File: src/rtl/neopixel_pkg.sv
// Shared NeoPixel definitions: receiver state encoding, nominal transmit timings
// and the default pixel word width.
package neopixel_pkg;

  typedef enum logic [1:0] {SYNC, IDLE, HIGH, LOW} rx_state_t;

  // Nominal transmitter timings in 50 MHz cycles, shared with the transmitter
  localparam int T1H_CYC    = 35;
  localparam int T1L_CYC    = 30;
  localparam int T0H_CYC    = 18;
  localparam int T0L_CYC    = 40;
  localparam int TLATCH_CYC = 2500;

  localparam int WORD_BITS_DEF = 24;

endpackage

File: src/rtl/neopixel_rx_if.sv
// NeoPixel receiver signal bundle: serial line in/out plus decoded word/frame events.
// master = receiver side, slave = consumer/driver side.
interface neopixel_rx_if #(
  parameter int WORD_BITS = 24
);
  logic                 neopixel_in;
  logic                 neopixel_out;
  logic [WORD_BITS-1:0] data;
  logic                 valid;
  logic                 frame_done;
  logic [7:0]           frame_words;
  logic                 error;

  modport master (
    input  neopixel_in,
    output neopixel_out, data, valid, frame_done, frame_words, error
  );

  modport slave (
    output neopixel_in,
    input  neopixel_out, data, valid, frame_done, frame_words, error
  );
endinterface

File: src/rtl/neopixel_pulse_meter.sv
// Synchronizes the serial line, detects edges and measures how long the
// synchronized level has been stable with a saturating counter.
module neopixel_pulse_meter #(
  parameter int CNT_W = 12
) (
  input  logic             clock,
  input  logic             reset,
  input  logic             line_i,
  output logic             rise_o,
  output logic             fall_o,
  output logic             level_o,
  output logic [CNT_W-1:0] cnt_o
);
  logic [1:0]       sync_q;
  logic             prev_q;
  logic [CNT_W-1:0] cnt_q;

  assign level_o = sync_q[1];
  assign rise_o  = sync_q[1] & ~prev_q;
  assign fall_o  = ~sync_q[1] & prev_q;
  assign cnt_o   = cnt_q;

  // Count is 1 on the first cycle after an edge, so the edge cycle sees the full width
  always_ff @(posedge clock or posedge reset) begin
    if (reset) begin
      sync_q <= '0;
      prev_q <= 1'b0;
      cnt_q  <= '0;
    end else begin
      sync_q <= {sync_q[0], line_i};
      prev_q <= sync_q[1];
      if (rise_o || fall_o)   cnt_q <= CNT_W'(1);
      else if (cnt_q != '1)   cnt_q <= cnt_q + CNT_W'(1);
    end
  end
endmodule

File: src/rtl/neopixel_rx.sv
// WS2812-style single-wire receiver: decodes pulse widths into GRB words, MSB first.
// Optional pass-through of words after the first is enabled by NEOPIXEL_RX_PASSTHRU_EN.
module neopixel_rx
  import neopixel_pkg::*;
#(
  parameter int CNT_W        = 12,
  parameter int T1_THRESH    = 27,
  parameter int HIGH_MIN     = 8,
  parameter int HIGH_MAX     = 60,
  parameter int LATCH_CYCLES = 2000,
  parameter int WORD_BITS    = WORD_BITS_DEF
) (
  input  logic          clock,
  input  logic          reset,
  neopixel_rx_if.master rx
);
  localparam int BC_W = $clog2(WORD_BITS + 1);
  localparam logic [CNT_W-1:0] T1_C    = CNT_W'(T1_THRESH);
  localparam logic [CNT_W-1:0] MIN_C   = CNT_W'(HIGH_MIN);
  localparam logic [CNT_W-1:0] MAX_C   = CNT_W'(HIGH_MAX);
  localparam logic [CNT_W-1:0] LATCH_C = CNT_W'(LATCH_CYCLES);
  localparam logic [BC_W-1:0]  WB_C    = BC_W'(WORD_BITS);

  logic             rise, fall, level;
  logic [CNT_W-1:0] cnt;

  neopixel_pulse_meter #(.CNT_W(CNT_W)) u_meter (
    .clock   (clock),
    .reset   (reset),
    .line_i  (rx.neopixel_in),
    .rise_o  (rise),
    .fall_o  (fall),
    .level_o (level),
    .cnt_o   (cnt)
  );

  rx_state_t            state_q, state_d;
  logic [WORD_BITS-1:0] shreg_q, shreg_d, data_q, data_d;
  logic [BC_W-1:0]      bit_cnt_q, bit_cnt_d;
  logic [7:0]           word_cnt_q, word_cnt_d, frame_words_q, frame_words_d;
  logic                 valid_q, valid_d, done_q, done_d, err_q, err_d;

  always_ff @(posedge clock or posedge reset) begin
    if (reset) begin
      state_q       <= SYNC;
      shreg_q       <= '0;
      data_q        <= '0;
      bit_cnt_q     <= '0;
      word_cnt_q    <= '0;
      frame_words_q <= '0;
      valid_q       <= 1'b0;
      done_q        <= 1'b0;
      err_q         <= 1'b0;
    end else begin
      state_q       <= state_d;
      shreg_q       <= shreg_d;
      data_q        <= data_d;
      bit_cnt_q     <= bit_cnt_d;
      word_cnt_q    <= word_cnt_d;
      frame_words_q <= frame_words_d;
      valid_q       <= valid_d;
      done_q        <= done_d;
      err_q         <= err_d;
    end
  end

  always_comb begin
    state_d       = state_q;
    shreg_d       = shreg_q;
    data_d        = data_q;
    bit_cnt_d     = bit_cnt_q;
    word_cnt_d    = word_cnt_q;
    frame_words_d = frame_words_q;
    valid_d       = 1'b0;
    done_d        = 1'b0;
    err_d         = 1'b0;

    // Word completion is retired one cycle after the last bit is shifted in
    if (bit_cnt_q == WB_C) begin
      data_d    = shreg_q;
      valid_d   = 1'b1;
      bit_cnt_d = '0;
      if (word_cnt_q != 8'hFF) word_cnt_d = word_cnt_q + 8'd1;
    end

    unique case (state_q)
      SYNC: if (!level && cnt >= LATCH_C) state_d = IDLE;
      IDLE: begin
        if (rise) begin
          state_d    = HIGH;
          bit_cnt_d  = '0;
          word_cnt_d = '0;
        end
      end
      HIGH: begin
        if (fall) begin
          if (cnt < MIN_C) begin
            err_d   = 1'b1;
            state_d = SYNC;
          end else begin
            shreg_d   = {shreg_q[WORD_BITS-2:0], (cnt >= T1_C)};
            bit_cnt_d = bit_cnt_q + BC_W'(1);
            state_d   = LOW;
          end
        end else if (cnt > MAX_C) begin
          err_d   = 1'b1;
          state_d = SYNC;
        end
      end
      LOW: begin
        if (rise) begin
          state_d = HIGH;
        end else if (!level && cnt >= LATCH_C) begin
          done_d        = 1'b1;
          frame_words_d = word_cnt_q;
          err_d         = (bit_cnt_q != '0);
          bit_cnt_d     = '0;
          state_d       = IDLE;
        end
      end
      default: state_d = SYNC;
    endcase
  end

  assign rx.data        = data_q;
  assign rx.valid       = valid_q;
  assign rx.frame_done  = done_q;
  assign rx.frame_words = frame_words_q;
  assign rx.error       = err_q;

`ifdef NEOPIXEL_RX_PASSTHRU_EN
  // Forward the line once this pixel has consumed its own word
  logic gate_q, pt_q;

  always_ff @(posedge clock or posedge reset) begin
    if (reset) begin
      gate_q <= 1'b0;
      pt_q   <= 1'b0;
    end else begin
      pt_q <= level & gate_q;
      if (done_d || err_d || state_d == SYNC) gate_q <= 1'b0;
      else if (valid_d)                       gate_q <= 1'b1;
    end
  end

  assign rx.neopixel_out = pt_q;
`else
  assign rx.neopixel_out = 1'b0;
`endif
endmodule

File: src/flat_wrapper.sv
// flat-port wrapper written by rule: the top's interface ports become plain ports
module neopixel_rx_flat import neopixel_pkg::*;
#(
  parameter int CNT_W        = 12,
  parameter int T1_THRESH    = 27,
  parameter int HIGH_MIN     = 8,
  parameter int HIGH_MAX     = 60,
  parameter int LATCH_CYCLES = 2000,
  parameter int WORD_BITS    = WORD_BITS_DEF
)
  (clock, reset, rx_neopixel_in, rx_neopixel_out, rx_data, rx_valid, rx_frame_done, rx_frame_words, rx_error);
  neopixel_rx_if #(.WORD_BITS(WORD_BITS)) rx_i ();
  input  logic clock;
  input  logic reset;
  input wire logic [$bits(rx_i.neopixel_in)-1:0] rx_neopixel_in;
  output wire logic [$bits(rx_i.neopixel_out)-1:0] rx_neopixel_out;
  output wire logic [$bits(rx_i.data)-1:0] rx_data;
  output wire logic [$bits(rx_i.valid)-1:0] rx_valid;
  output wire logic [$bits(rx_i.frame_done)-1:0] rx_frame_done;
  output wire logic [$bits(rx_i.frame_words)-1:0] rx_frame_words;
  output wire logic [$bits(rx_i.error)-1:0] rx_error;
  assign rx_i.neopixel_in = rx_neopixel_in;
  assign rx_neopixel_out = rx_i.neopixel_out;
  assign rx_data = rx_i.data;
  assign rx_valid = rx_i.valid;
  assign rx_frame_done = rx_i.frame_done;
  assign rx_frame_words = rx_i.frame_words;
  assign rx_error = rx_i.error;
  neopixel_rx #(.CNT_W(CNT_W), .T1_THRESH(T1_THRESH), .HIGH_MIN(HIGH_MIN), .HIGH_MAX(HIGH_MAX), .LATCH_CYCLES(LATCH_CYCLES), .WORD_BITS(WORD_BITS)) u_core (.clock(clock), .reset(reset), .rx(rx_i));
endmodule
File: config.mk
export PLATFORM = sky130hd
export DESIGN_NAME = neopixel_rx_flat
export DESIGN_NICKNAME = d
export VERILOG_FILES = /design/src/rtl/neopixel_pkg.sv /design/src/rtl/neopixel_rx_if.sv /design/src/rtl/neopixel_pulse_meter.sv /design/src/rtl/neopixel_rx.sv /design/src/flat_wrapper.sv
export SDC_FILE = /design/constraint.sdc
export NUM_CORES = 1
export LEC_CHECK = 0
export CAP_MARGIN = 20
export CORE_UTILIZATION = 52
export DETAILED_ROUTE_END_ITERATION = 10
export PLACE_DENSITY = 0.74
export SLEW_MARGIN = 25
export SYNTH_ARGS = -nofsm -noshare
export SYNTH_HDL_FRONTEND = slang
export SYNTH_SLANG_ARGS = --single-unit
File: constraint.sdc
create_clock -name clock -period 4.55 [get_ports clock]
set_input_delay 0.6825 -clock clock [delete_from_list [all_inputs] [get_ports clock]]
set_output_delay 0.6825 -clock clock [all_outputs]
set_load 0.01 [all_outputs]
Yosys cells after proc, flatten, opt, wreduce, memory -nomap -nowiden
Index checks and enable logic that the tools add are counted.

Output and inout bits: 36. Bits in registers: 89.

Bitwise operators: 6. Eq/ne operators: 8. Mux-type cells: 30. Add/subtract/negate cells: 3. Reductions and logical operators: 9. $lt $le $gt $ge: 4.

Operators by type and width (count): $mux W8 (4); $mux W5 (6); $mux W12 (2); $pmux W5 S3 (1); $add A12 B1 Y12 const B (1); $ge A12 B11 Y1 const B (1); $ge A12 B5 Y1 const B (1); $gt A12 B6 Y1 const B (1); $lt A12 B4 Y1 const B (1); $mux W2 (6); $ne A12 B12 Y1 const B (1); $mux W1 (9); $add A8 B1 Y8 const B (1); $ne A8 B8 Y1 const B (1); $pmux W2 S4 (1); $reduce_and A3 Y1 (2); $add A5 B1 Y5 const B (1); $eq A5 B5 Y1 const B (1); $reduce_bool A5 Y1 (1); $eq A2 B2 Y1 const B (2); $not A1 Y1 (4); $ne A3 B2 Y1 const B (1); $and A1 B1 Y1 (2); $eq A2 B1 Y1 const B (1); other kinds (8) (8).

Longest topological paths before layout
Word-level depth: 5. Gate-level depth with buffers: 8. Gate-level depth less buffers: 7.

Cells and area by module
From an unflattened synthesis, not the netlist that was laid out.

Cell total of the unflattened synthesis: 368. Area total of the unflattened synthesis: 3946.3 um^2.

By module, submodules not included: neopixel_rx (instances 1, area an instance 3186.8 um^2, cells each 295, seq. area each 1851.8 um^2); neopixel_pulse_meter (instances 1, area an instance 759.5 um^2, cells each 73, seq. area each 375.4 um^2).

Worst setup path after synthesis
No wires, ideal clock.

Path type: reg-to-reg. From: reg u_core.u_meter.sync_q[1]. To: reg u_core.u_meter.cnt_q[7] (netlist: u_core.u_meter.cnt_o[7]). Stages on the path, launching flop included: 8. Setup time: 124 ps. Arrival time: 1845 ps. Data required time: 4426 ps. Slack: 2581 ps. Path buffers: 1. Cells stage by stage: dfrtp_1 ha_1 nand4_1 or4_4 buf_6 nor4b_4 xnor2_1 nor2_1.

Word-level cells in the longest chain between the ends: 4.

RTL lines: start, declared (line neopixel_pulse_meter.sv:14) `logic [1:0] sync_q;`; start signal, assigned (line neopixel_pulse_meter.sv:30) `sync_q <= {sync_q[0], line_i};`; $not A1 Y1 (line neopixel_pulse_meter.sv:20) `assign fall_o = ~sync_q[1] & prev_q;`; $and A1 B1 Y1 (line neopixel_pulse_meter.sv:20); $logic_or A1 B1 Y1 * (line neopixel_pulse_meter.sv:32) `if (rise_o || fall_o) cnt_q <= CNT_W'(1);`; $mux W12 or $reduce_bool A2 Y1 (tied branches); end signal, assigned (line neopixel_pulse_meter.sv:33) `else if (cnt_q != '1) cnt_q <= cnt_q + CNT_W'(1);`; end, declared (line neopixel_pulse_meter.sv:16) `logic [CNT_W-1:0] cnt_q;`.

Every way passes the cells marked *; elsewhere a longest branch is shown, timed or not. A chain may end at the register's enable or synchronous reset.

Final worst setup path
From: reg u_core.bit_cnt_q[0]. To: reg u_core.word_cnt_q[7].

Word-level cells in the longest chain between the ends: 4.

RTL lines: start, declared (line neopixel_rx.sv:39) `logic [BC_W-1:0] bit_cnt_q, bit_cnt_d;`; start signal, assigned (line neopixel_rx.sv:58) `bit_cnt_q <= bit_cnt_d;`; $eq A5 B5 Y1 * (line neopixel_rx.sv:79) `if (bit_cnt_q == WB_C) begin`; $mux W8 * (line neopixel_rx.sv:79); $mux W8 (line neopixel_rx.sv:89) `if (rise) begin`; $mux W8 * (line neopixel_rx.sv:86) `unique case (state_q)`; net u_core.word_cnt_d[7] (line neopixel_rx.sv:40) `logic [7:0] word_cnt_q, word_cnt_d, frame_words_q, frame_words_d;`; end signal, assigned (line neopixel_rx.sv:59) `word_cnt_q <= word_cnt_d;`; end, declared (line neopixel_rx.sv:40).

Mark *: on every way through the listed nets, which the timed path passes. The rest lies on a longest branch.

==> results summary <==
The worst-path maximum fanout came out at 26. In this run the tightest slew margin relative to its limit is 52.18%. The final cell count without fillers came out at between 500 and 600. Once placement completed, the tool counted placed cells totaling 530.

The cell sitting at the root of the clock tree is a clkbuf_8. For the pin with the worst max-slew slack, the measured transition is approximately 720 ps. The largest single stage delay on the critical path is 570 ps. The library cell used most frequently in the layout, excluding fill and tap cells, is nand2_1.

The CTS tree is done. The average detailed-routed wire length per instance came out at 12.36 um. During placement, the flow inserted port buffers numbering 37.

The largest buffer count on any clock path is 2. Across the run, the number of max-cap violations was 0. Sorting the synthesized cells by area gives the leading types as dfrtp_1 57%, nand2_1 15%, nor2_1 2.6%. The placed wire-length estimate after detailed placement came out at between 4 and 5 mm. The top cell type's share of synthesized area came out at 56.96%. The worst endpoint required time came out at 4760 ps. Summed over all layers, the routed wires come to between 6 and 7 mm. The fraction of the core area covered by cells at the end of the flow is 62.48%. Data on the critical path arrives at its endpoint at 2410 ps.

Clock-pin slew was measured on the worst setup and hold paths at 80 ps. The repair_antennas step left the layout with diodes totalling 0. Among all stages on the critical path, the largest delay is contributed by clkinv_1. The number of top-level design ports is 39. The dominant synthesized flop cell is dfrtp_1. Setup repair after global routing left no endpoint under its margin. STA classifies the critical path startpoint as a flip-flop. The register area share after synthesis is between 50% and 60%. Summing all multi-input logic gate instances after layout gives between 1500 and 2000 um2. In this run, synthesis produced a sequential element count of a little under 90. The hold violation count in the final report is 0. The critical path starts at u_core.bit_cnt_q[0]$_DFF_PP0_. The post-synthesis instance area is approximately 3900 um2.

The combined flip-flop and latch cell area came out at 2227 um2. The first-pass detailed-route iteration total came out at 4. The number of enable flip-flop cells after synthesis came out at 0.

The startpoint identified for the worst hold timing path is u_core.u_meter.sync_q[0]$_DFF_PP0_. The synthesized instance count came out at just over 400. In this run the critical register-to-register path is launched from u_core.bit_cnt_q[0]$_DFF_PP0_. The via count of the first global-routing pass came out at roughly 2.7k. The distinct cell type count after synthesis is 47. Timing would allow up to around 0.46 GHz.

The peak supply drop came out at between 0.00015 and 0.0002 V. The fraction of registers with async set or reset after synthesis came out at 100.0%. For this design the static power due to leakage is around 2.3 nW. The worst setup path is of the flip-flop to flip-flop kind.

The flow ran to the end, and the final reports show no timing, DRC or antenna violations. The clock latency of the later-clocked register in the worst-skew pair came out at 350 ps. The type of element capturing the critical path is a flip-flop. The placeable core area is approximately 7300 um2. The relative area change from synthesis to final layout came out at 15.90%. The shortest period the worst path allows is roughly 2200 ps. Of the cells placed in the final design, the portion with a size suffix greater than 1 is between 8 and 9%. After detailed routing, the number of remaining DRC violations is 0.

The total of hold buffers inserted after clock tree synthesis came out at 0. Setup violations remaining at the end of the flow were counted as 0. The number of antenna violations at the first check in global routing came out at 0. The clock skew after layout came out at ~12 ps. Entering global routing, the biggest net connects just over 60 pins. The all-layer global routing usage is between 10% and 20%.

The via density per instance is 5.121. The wire length of the first global-routing pass is between 10 and 15 mm. The total via count after detailed routing is around 2.8k.

The width of the die is just under 90 um. The mean instance size in the synthesized netlist is about 9.5 um2. The level count of the clock H-tree is 3. Once the clock tree was built, the setup fixing pass inserted 0 buffers.

The floorplan has 31 rows. The DRC marker count from the first detailed-route iteration is roughly 140. The placed standard-cell area came out at approximately 4300 um2. The number of clock sinks is 89. Leaving out fill and tap cells, the most frequent cells in the layout are 161 x nand2_1, 89 x dfrtp_1, 37 x clkdlybuf4s50_1. For this configuration, the core starts out at a cell density of a little over half. The last weighted congestion value of the routability-driven placer came out at just under 0.9.

The critical path goes through inv_1, ha_1, nand4b_1, clkinv_1, nand4_1, mux2i_1, nor2_1. For this run, the post-layout net count is between 400 and 500. Summed over all layers, the global routing overflow is 0. The number of resized instances in the post-cts repair step is 0. The min-delay analysis places its worst path in the category flip-flop to flip-flop. The chip height is just under 90 um.

After routing the design area is 4532 um2. The die area came out at 7870 um2. The number of fill cells in the layout came out at 622. The power per unit of standard cell area is 306.3 nW/um2. The setup TNS came out at 0 ps.

The number of nets handed over by synthesis was 420. The cell accounting for the most synthesized area is dfrtp_1. The number of synthesis warnings is 0. Of the available clock period, the critical path in the final layout requires around half.

TritonCTS created 9 clock buffers. The count of nets left with antenna violations once routing finished came out at 0. The number of pins exceeding their max-slew limit in the final report came out at 0.
-- cell type report --
class | instances | area share (%)
Sequential cell | 89 | 49.14
Multi-Input combinational cell | 291 | 34.29
Clock buffer | 9 | 2.733
Timing Repair Buffer | 39 | 8.504
Inverter | 12 | 1.049
Clock inverter | 7 | 1.546
Tap cell | 99 | 2.733
-- metrics by stage --
stage	power, W	hold slack [ps]	worst slack (ps)
global route	0.001439	353.6	2110
floorplan	0.0008646	331.2	1561
global placement	0.0008785	333.8	2349
finish	0.001388	359.6	2355
detailed placement	0.0008802	341.3	2325
CTS	0.001403	359.4	2306
-- final timing paths --
check,endpoint,slack (ps),cells after the start
max in group asynchronous,u_core.u_meter.sync_q[1]$_DFF_PP0_,2930,3
worst min-delay path,u_core.u_meter.sync_q[1]$_DFF_PP0_,360,0
worst max register to register,u_core.word_cnt_q[7]$_DFF_PP0_,2360,7
worst max-delay path,u_core.word_cnt_q[7]$_DFF_PP0_,2360,7
worst min register to register,u_core.u_meter.sync_q[1]$_DFF_PP0_,360,0
min in group asynchronous,u_core.rx.data[16]$_DFFE_PP0N_,790,2
-- logic make-up (layout without fill, tap and decap cells) --
| group | after synthesis | after routing | synth area share (%) |
|---|---|---|---|
| DFF | 89 | 89 | 56.96 |
| adders and majority gates | 7 | 7 | 2.240 |
| other | 1 | 1 | 0.09591 |
| and+or+nand+nor | 227 | 227 | 25.34 |
| xor gates and xnor gates | 15 | 15 | 3.360 |
| AOI/OAI and AO/OA | 31 | 31 | 5.728 |
| buffers and inverters | 30 | 67 | 3.455 |
| muxes | 10 | 10 | 2.816 |
-- cell usage after synthesis, drive strengths merged (5+ instances only) --
cell,n
mux2,8
inv,11
nand4,9
nor2,27
nand2,161
xnor2,6
and3,5
buf,9
clkbuf,9
nand3,11
dfrtp,89
a31oi,5
o21ai,6
xor2,9
ha,7
-- critical path, delay by kind of cell, from the launching register on --
| family | cells | cell delay, ps |
|---|---|---|
| flip-flops | 1 | 430 |
| multiplexers | 1 | 220 |
| AND/OR/NAND/NOR | 3 | 560 |
| adder cells (fa/ha/maj) | 1 | 210 |
| buffers and inverters | 2 | 640 |
-- state kept, by name, indices dropped and copies added (netlist names) --
name	cells
u_core.rx.frame_done	1
u_core.rx.frame_words	8
u_core.rx.error	1
u_core.word_cnt_q	8
u_core.u_meter.cnt_o	12
u_core.rx.valid	1
u_core.u_meter.sync_q	2
u_core.u_meter.prev_q	1
u_core.bit_cnt_q	5
u_core.shreg_q	24
u_core.rx.data	24
u_core.state_q	2
-- per-layer routing --
metal / wire length [um] / vias to the layer above / share of wire [%] / track usage (%)
met5: 0 / - / 0 / 0
met4: 140 / 0 / 2.1 / 11.00
met3: 147 / 10 / 2.2 / 3.825
met2: 3113 / 43 / 46 / 30.77
met1: 3348 / 1340 / 50 / 25.60
li1: - / 1403 / - / -
-- power breakdown --
| part | internal [W] | switching, W |
|---|---|---|
| Sequential | 0.000798 | 0.0000123 |
| Clock | 0.000254 | 0.000271 |
| Combinational | 0.0000151 | 0.0000385 |
| Total | 0.00107 | 0.000322 |
(Power assumes the default switching activity.)
